### config.mk
export PLATFORM = sky130hd
export DESIGN_NAME = reg16_write_arbiter_flat
export DESIGN_NICKNAME = d
export VERILOG_FILES = /design/src/rtl/reg16_write_arbiter_if.sv /design/src/rtl/reg16_write_arbiter.sv /design/src/flat_wrapper.sv
export SDC_FILE = /design/constraint.sdc
export NUM_CORES = 1
export LEC_CHECK = 0
export CAP_MARGIN = 15
export CELL_PAD_IN_SITES_DETAIL_PLACEMENT = 1
export CELL_PAD_IN_SITES_GLOBAL_PLACEMENT = 2
export CORE_ASPECT_RATIO = 0.6
export CORE_MARGIN = 2
export CORE_UTILIZATION = 35
export DETAILED_ROUTE_END_ITERATION = 12
export GPL_ROUTABILITY_DRIVEN = 0
export HOLD_SLACK_MARGIN = 0.03
export PLACE_DENSITY_LB_ADDON = 0.1
export SKIP_LAST_GASP = 1
export SYNTH_ARGS = -nofsm -noshare
export SYNTH_HDL_FRONTEND = slang
export SYNTH_SLANG_ARGS = --single-unit
### constraint.sdc
create_clock -name clk -period 6 [get_ports clk]
set_input_delay 1.2 -clock clk [delete_from_list [all_inputs] [get_ports clk]]
set_output_delay 1.2 -clock clk [all_outputs]
set_load 0.01 [all_outputs]
### src/rtl/reg16_write_arbiter_if.sv
// Write-request bundle between the requesters (master) and the reg16 write arbiter (slave).
interface reg16_write_arbiter_if #(
  parameter int unsigned N_REQ  = 4,
  parameter int unsigned DATA_W = 16
);
  logic [N_REQ-1:0]        req;
  logic [N_REQ*DATA_W-1:0] req_data;
  logic [N_REQ-1:0]        ack;

  modport master (output req, output req_data, input ack);
  modport slave  (input req, input req_data, output ack);
endinterface

### src/rtl/reg16_write_arbiter.sv
// Round-robin arbiter that serialises N_REQ write requests into single-cycle loads
// of a shared reg16, returning a one-cycle ack per completed write.
module reg16_write_arbiter #(
  parameter int unsigned N_REQ  = 4,
  parameter int unsigned DATA_W = 16,
  parameter int unsigned ID_W   = 2
) (
  input  logic                clk,
  input  logic                reset_n,
  reg16_write_arbiter_if.slave bus,
  output logic [DATA_W-1:0]   reg_in,
  output logic                reg_load,
  output logic [ID_W-1:0]     grant_id,
  output logic                busy,
  output logic [15:0]         wr_count
);

  localparam int unsigned CNT_W = 16;

  typedef enum logic [1:0] {IDLE, LOAD, ACK} state_t;

  state_t            state;
  logic [ID_W-1:0]   rr_ptr;
  logic [DATA_W-1:0] data_q;

  logic              win_vld;
  logic [ID_W-1:0]   win_id;
  logic [DATA_W-1:0] win_data;

  // First set req bit searching upward from rr_ptr, wrapping at N_REQ-1
  always_comb begin : pick
    logic [31:0]     idx;
    logic [ID_W-1:0] idx_id;
    win_vld  = 1'b0;
    win_id   = '0;
    win_data = '0;
    idx      = '0;
    idx_id   = '0;
    for (int unsigned k = 0; k < N_REQ; k++) begin
      idx = 32'(rr_ptr) + k;
      if (idx >= N_REQ) idx = idx - N_REQ;
      idx_id = ID_W'(idx);
      if (!win_vld && bus.req[idx_id]) begin
        win_vld  = 1'b1;
        win_id   = idx_id;
        win_data = DATA_W'(bus.req_data >> (idx * DATA_W));
      end
    end
  end

  always_ff @(posedge clk) begin
    if (!reset_n) begin
      state    <= IDLE;
      bus.ack  <= '0;
      reg_load <= 1'b0;
      reg_in   <= '0;
      grant_id <= '0;
      busy     <= 1'b0;
      wr_count <= '0;
      rr_ptr   <= '0;
      data_q   <= '0;
    end else begin
      case (state)
        IDLE: begin
          if (win_vld) begin
            data_q   <= win_data;
            grant_id <= win_id;
            reg_in   <= win_data;
            reg_load <= 1'b1;
            busy     <= 1'b1;
            state    <= LOAD;
          end
        end
        LOAD: begin
          reg_load <= 1'b0;
          reg_in   <= data_q;
          bus.ack  <= N_REQ'(1) << grant_id;
          state    <= ACK;
        end
        ACK: begin
          bus.ack  <= '0;
          busy     <= 1'b0;
          wr_count <= wr_count + CNT_W'(1);
          // Modulo wrap keeps rr_ptr in range for non-power-of-two N_REQ
          rr_ptr   <= (grant_id == ID_W'(N_REQ - 1)) ? '0 : grant_id + ID_W'(1);
          state    <= IDLE;
        end
        default: begin
          bus.ack  <= '0;
          reg_load <= 1'b0;
          busy     <= 1'b0;
          state    <= IDLE;
        end
      endcase
    end
  end

endmodule

### src/flat_wrapper.sv
// flat-port wrapper written by rule: the top's interface ports become plain ports
module reg16_write_arbiter_flat 
#(
  parameter int unsigned N_REQ  = 4,
  parameter int unsigned DATA_W = 16,
  parameter int unsigned ID_W   = 2
)
  (clk, reset_n, reg_in, reg_load, grant_id, busy, wr_count, bus_req, bus_req_data, bus_ack);
  reg16_write_arbiter_if #(.N_REQ(N_REQ), .DATA_W(DATA_W)) bus_i ();
  input  logic clk;
  input  logic reset_n;
  output logic [DATA_W-1:0] reg_in;
  output logic reg_load;
  output logic [ID_W-1:0] grant_id;
  output logic busy;
  output logic [15:0] wr_count;
  input wire logic [$bits(bus_i.req)-1:0] bus_req;
  input wire logic [$bits(bus_i.req_data)-1:0] bus_req_data;
  output wire logic [$bits(bus_i.ack)-1:0] bus_ack;
  assign bus_i.req = bus_req;
  assign bus_i.req_data = bus_req_data;
  assign bus_ack = bus_i.ack;
  reg16_write_arbiter #(.N_REQ(N_REQ), .DATA_W(DATA_W), .ID_W(ID_W)) u_core (.clk(clk), .reset_n(reset_n), .bus(bus_i), .reg_in(reg_in), .reg_load(reg_load), .grant_id(grant_id), .busy(busy), .wr_count(wr_count));
endmodule
==> results.toml, run 1 <==
[cts]
path_clk_slew_ns = 0.05
cts-hold-fix-buffers = 0
post_cts_buffers = 0
tritoncts = "built"
numCtsBuffers = 9
clk_latency_ns = 0.32
cts_resized = 0
clock_path_buffers = 2
h-tree-depth = 3
cts_root_buf = "clkbuf_16"
cts_sinks = 60

[place]
dp_cells = 776
dp_hpwl_um = 11900
dpl-instance-area_um2 = 6300
numPortBuffers = 109

[worst_setup_path]
startpoint_type = "flop"
setup.worst_path.end_class = "flop"
critical_path_required_ns = 6.18
r2r_slack_ns = 1.65
critPathKind = "flop to flop"
path_max_fanout = 37
arrival_ns = 4.52

[final_layout]
n_antenna_cell = 0
fin_cells = 792
syn2layout_area_growth_pct = 27.7
n_fill_cell = 1603
nNetsFinal = 669
layout-drive-gt1-share = 0.189
seqCellArea_um2 = 1200
final_area_um2 = 6610
multiInputGateArea_um2 = 3680

[logic_synthesis]
ys.flop_type = "dfxtp_1"
synth_warnings = 0
yosys.area_share.simple = 0.161
synth_cell_type_count = 48
syn_area_per_cell_um2 = 10.1
ys_seq_area_frac = 0.232
synth_area_um2 = 5170
synth_adder_area_share = 0.0242
synth_edf_count = 0
synth_compound_area_frac = 0.198
synth_xor_xnor_area_share = 0.0220
synth-seq-cells = 60
synth_top_family_by_area = "multiplexers"
ys_async_sr_fraction = 0
synthCells = 514
muxShareOfSynthArea = 0.304
synth_nets = 594

[detailed_routing]
wire_per_inst_um = 21.0
postRouteWirelength_um = 16600
ant_nets = 0
met1Wirelength_um = 7780
routed.top_layer = "met4"
wl_met3_um = 646
vias = 4646
drc = 0
first_pass_iters = 7
wl_met2_um = 8020
vias_per_cell = 5.87
drt_first_iter_violations = 274

[floorplan]
die_w_um = 161
rows = 34
dieArea_um2 = 15800
die_y_um = 98.2
initial_utilization = 0.358
ios = 110
coreArea_um2 = 14500

[power_and_ir_drop]
p_seq_frac = 0.310
ir_drop_mv = 0.123
p_int_w = 0.00107
p_leak_nw = 2.12
power.total_w = 0.00157
power_frac_clock = 0.331
power.net_switching_w = 0.000507
switching_share = 0.322
pwr_density_cell_nw_per_um2 = 238
power_frac_comb = 0.359

[global_route]
grt_first_pass_wirelength_um = 27500
grt_max_degree = 72
first_global_vias = 4992
antenna_found_initial = 0
grt_usage = 0.216
grt.overflow.total = 0

[timing]
rsz0062_at_grt = "no"
period_minus_slack_ns = 4.35
clock_skew_ns = 0.00747
finalHoldWorstSlack_ns = 0.496
hold_violations = 0
worst_pin_slew_ns = 1.05
setup_viol = 0
relSlewSlack = 0.300
drv_slew = 0
max_freq_mhz = 230
post-route-period-util = 0.724
fin_setup_tns_ns = 0

[min_path]
hold_path.class = "flop to flop"

[flow_run]
maxCapViolations = 0

[outcome]
status = "complete, no violations"
registers in the layout (all words and copies together) (netlist names):
name             flops
u_core.state         2
u_core.reg_load      1
u_core.grant_id      2
u_core.busy          1
u_core.rr_ptr        2
u_core.reg_in       16
u_core.bus.ack       4
u_core.data_q       16
u_core.wr_count     16
power by group through the flow:
stage / clock (W) / combinational [W] / sequential [W]
5_1_grt: 0.000554 / 0.000619 / 0.000494
2_1_floorplan: 0 / 0.000370 / 0.000489
6_report: 0.000521 / 0.000565 / 0.000488
3_5_place_dp: 0 / 0.000566 / 0.000495
4_1_cts: 0.000532 / 0.000569 / 0.000488
3_3_place_gp: 0 / 0.000551 / 0.000493
synth_stat cells (8+ instances only):
master | instances | area [µm²]
nand3_1 | 37 | 185
a31oi_1 | 17 | 106
o21ai_0 | 33 | 165
a21boi_0 | 9 | 67.6
nor3b_2 | 10 | 125
a21oi_1 | 33 | 165
clkbuf_1 | 22 | 82.6
ha_1 | 10 | 125
buf_2 | 17 | 85.1
mux4_2 | 52 | 1170
a21boi_1 | 12 | 90.1
nor2_1 | 8 | 30.0
and2_1 | 13 | 81.3
nand2_1 | 13 | 48.8
mux2i_1 | 37 | 370
nor2b_1 | 21 | 131
dfxtp_1 | 60 | 1200
a222oi_1 | 16 | 160
o221a_2 | 16 | 180
metal layers:
layer  vias to the layer above  global-route usage
met5                         -                   0
met4                         0              0.0398
met3                        14              0.0353
met2                       111               0.364
met1                      2342               0.297
li1                       2179                   -
per-stage QoR:
stage / setup WS, ns / util
finish: 1.65 / 0.457
global route: 1.22 / 0.457
CTS: 1.61 / 0.457
detailed placement: 1.61 / 0.436
global placement: 1.74 / 0.436
floorplan: 2.75 / -
final cells by class:
| type | instances | area share |
|---|---|---|
| multi-input combinational | 395 | 0.557 |
| sequential | 60 | 0.182 |
| timing repair buffer | 116 | 0.173 |
| clock buffer | 12 | 0.0388 |
| tap | 198 | 0.0375 |
| clock inverter | 4 | 0.00720 |
| inverter | 7 | 0.00398 |
worst paths after layout:
check | end | cells past startpoint | start
worst min register to register | u_core.bus.ack[0]$_SDFFE_PN0N_ | 2 | u_core.bus.ack[0]$_SDFFE_PN0N_
worst min-delay path | u_core.bus.ack[0]$_SDFFE_PN0N_ | 2 | u_core.bus.ack[0]$_SDFFE_PN0N_
worst max register to register | u_core.data_q[15]$_SDFFE_PN0P_ | 9 | u_core.rr_ptr[1]$_SDFFE_PN0N_
worst max-delay path | u_core.data_q[15]$_SDFFE_PN0P_ | 9 | u_core.rr_ptr[1]$_SDFFE_PN0N_
logic make-up (layout without fill, tap and decap cells):
group                      count (synthesis)  in the layout
adders and majority gates                 10             10
xor gates and xnor gates                  13             13
muxes                                     92             92
buffers and inverters                     59            139
DFF                                       60             60
AOI/OAI and AO/OA                        148            148
and+or+nand+nor                          132            132
worst max-delay path, stage by stage, from the launching register on:
cell and delay [ns]:
dfxtp_1 0.31, buf_4 0.35, inv_2 0.27, ha_2 0.39, buf_4 0.48, mux4_2 0.84
nor2_1 0.89, o21ai_0 0.32, a21oi_1 0.22, a21oi_1 0.08
cells in the final DEF, fill, tap and decap left out, types with 16 or more instances in the layout:
master | synthesis | layout
clkdlybuf4s50_1 | 0 | 109
dfxtp_1 | 60 | 59
o21ai_0 | 33 | 33
mux2i_1 | 37 | 37
mux4_2 | 52 | 52
a31oi_1 | 17 | 17
nor2b_1 | 21 | 21
o221a_2 | 16 | 16
nand3_1 | 37 | 37
a222oi_1 | 16 | 16
a21oi_1 | 33 | 33
Power figures use the tool's default switching activity.
==> inputs of run 2 (changes only) <==
--- a/config.mk
+++ b/config.mk
@@ -10,7 +10,7 @@
 export CELL_PAD_IN_SITES_GLOBAL_PLACEMENT = 2
 export CORE_ASPECT_RATIO = 0.6
 export CORE_MARGIN = 2
-export CORE_UTILIZATION = 35
+export CORE_UTILIZATION = 33
 export DETAILED_ROUTE_END_ITERATION = 12
 export GPL_ROUTABILITY_DRIVEN = 0
 export HOLD_SLACK_MARGIN = 0.03
==> constraint.sdc (replaced) <==
create_clock -name clk -period 4 [get_ports clk]
set_input_delay 0.8 -clock clk [delete_from_list [all_inputs] [get_ports clk]]
set_output_delay 0.8 -clock clk [all_outputs]
set_load 0.01 [all_outputs]
==> results.toml, run 2 (synthesis results as in run 1) <==
[outcome]
status = "complete, no violations"

[timing]
setup_viol = 0
rsz0062_at_grt = "no"
period_minus_slack_ns = 3.45
finalHoldWorstSlack_ns = 0.496
worst_pin_slew_ns = 1.06
max_freq_mhz = 289
clock_skew_ns = 0.00544
post-route-period-util = 0.864
drv_slew = 0
fin_setup_tns_ns = 0
hold_violations = 0
relSlewSlack = 0.290

[power_and_ir_drop]
power.total_w = 0.00243
ir_drop_mv = 0.202
pwr_density_cell_nw_per_um2 = 364
p_leak_nw = 2.16

[worst_setup_path]
startpoint_type = "input pin"
critPathSlowestCell = "nor3_4"
critical_path_required_ns = 4.24
cp_cell_sequence = "clkdlybuf4s50_1 -> mux4_2 -> nor4_4 -> nor3_4 -> buf_4 -> nand3_1 -> a21boi_0"
cpPeakStageDelay_ns = 0.82
path_max_fanout = 40
setup.worst_path.end_class = "flop"
arrival_ns = 3.70
critPathKind = "input pin to flop"

[cts]
cts_resized = 0
clock_path_buffers = 2
cts_root_buf = "clkbuf_16"
post_cts_buffers = 0
cts-hold-fix-buffers = 0
h-tree-depth = 3
clk_latency_ns = 0.33
cts_sinks = 60
path_clk_slew_ns = 0.05
tritoncts = "built"
numCtsBuffers = 9

[floorplan]
coreArea_um2 = 15300
ios = 110
die_w_um = 166
rows = 35
initial_utilization = 0.338
die_y_um = 101
dieArea_um2 = 16700

[place]
dp_hpwl_um = 12500
dpl-instance-area_um2 = 6350
numPortBuffers = 109

[detailed_routing]
vias = 4732
drc = 0
ant_nets = 0
drt_first_iter_violations = 345
vias_per_cell = 5.91
postRouteWirelength_um = 16900
wire_per_inst_um = 21.1
first_pass_iters = 5

[final_layout]
largest_registers = "u_core.data_q: 16 flops, u_core.reg_in: 16 flops, u_core.wr_count: 16 flops"
syn2layout_area_growth_pct = 28.9
final_area_um2 = 6670
n_antenna_cell = 0
nNetsFinal = 674
mostFrequentLayoutCells = "clkdlybuf4s50_1 (109), dfxtp_1 (59), mux4_2 (52), mux2i_1 (37), nand3_1 (37)"
layout_commonest_cell = "clkdlybuf4s50_1"
layout-drive-gt1-share = 0.196
n_fill_cell = 1694

[global_route]
grt_usage = 0.205
grt_first_pass_wirelength_um = 27100
grt.overflow.total = 0
first_global_vias = 4891
grt_max_degree = 58
antenna_found_initial = 0

[min_path]
hold_path.class = "flop to flop"

[flow_run]
maxCapViolations = 0
-- run 2: changes by cell type in the layout (fill, tap and decap cells not counted), sizes merged --
cell,delta
clkbuf,-1
inv,+1
clkinvlp,-1
clkinv,-1
buf,+5
bufinv,+1
-- run 2: path summary, 6_finish.rpt --
check                           slack [ns]                      startpoint  depth (start not counted)                              to
worst min-delay path                  0.50  u_core.bus.ack[2]$_SDFFE_PN0N_                          2  u_core.bus.ack[2]$_SDFFE_PN0N_
worst max register to register        0.67   u_core.rr_ptr[1]$_SDFFE_PN0N_                          8   u_core.reg_in[3]$_SDFFE_PN0P_
worst min register to register        0.50  u_core.bus.ack[2]$_SDFFE_PN0N_                          2  u_core.bus.ack[2]$_SDFFE_PN0N_
worst max-delay path                  0.55                      bus_req[2]                          7   u_core.reg_in[3]$_SDFFE_PN0P_
-- run 2: cell type report --
class / count / area (µm²) / share of cell area
Clock buffer: 11 / 253 / 0.0379
Timing Repair Buffer: 121 / 1180 / 0.177
Tap cell: 203 / 254 / 0.0381
Multi-Input combinational cell: 395 / 3680 / 0.552
Sequential cell: 60 / 1200 / 0.181
Clock inverter: 4 / 71.3 / 0.0107
Inverter: 7 / 26.3 / 0.00394
-- run 2: through the flow --
stage / instances / util / worst slack, ns
5_1_grt: 801 / 0.435 / 0.300
3_3_place_gp: 786 / 0.414 / 0.438
4_1_cts: 801 / 0.435 / 0.571
6_report: 801 / 0.435 / 0.546
2_1_floorplan: 514 / - / 0.746
3_5_place_dp: 786 / 0.414 / 0.265
-- run 2: where the power goes --
| part | switching [W] | internal, W | total, W | leakage, nW |
|---|---|---|---|---|
| Combinational | 0.000439 | 0.000423 | 0.000862 | 1.50 |
| Clock | 0.000264 | 0.000574 | 0.000839 | 0.162 |
| Sequential | 0.0000573 | 0.000672 | 0.000729 | 0.494 |
| Total | 0.000761 | 0.00167 | 0.00243 | 2.16 |
-- run 2: layer usage --
layer | global-route usage | part of all wire | vias to the layer above
li1 | - | - | 2196
met1 | 0.273 | 0.46 | 2419
met2 | 0.355 | 0.49 | 104
met3 | 0.0389 | 0.040 | 13
met4 | 0.0328 | 0.0094 | 0
met5 | 0 | 0 | -
-- run 2: worst max-delay path, delay by kind of cell --
| family | cells | cell delay (ns) |
|---|---|---|
| buffers and inverters | 2 | 1.05 |
| and+or+nand+nor | 3 | 1.05 |
| muxes | 1 | 0.56 |
| AOI/OAI and AO/OA | 1 | 0.21 |
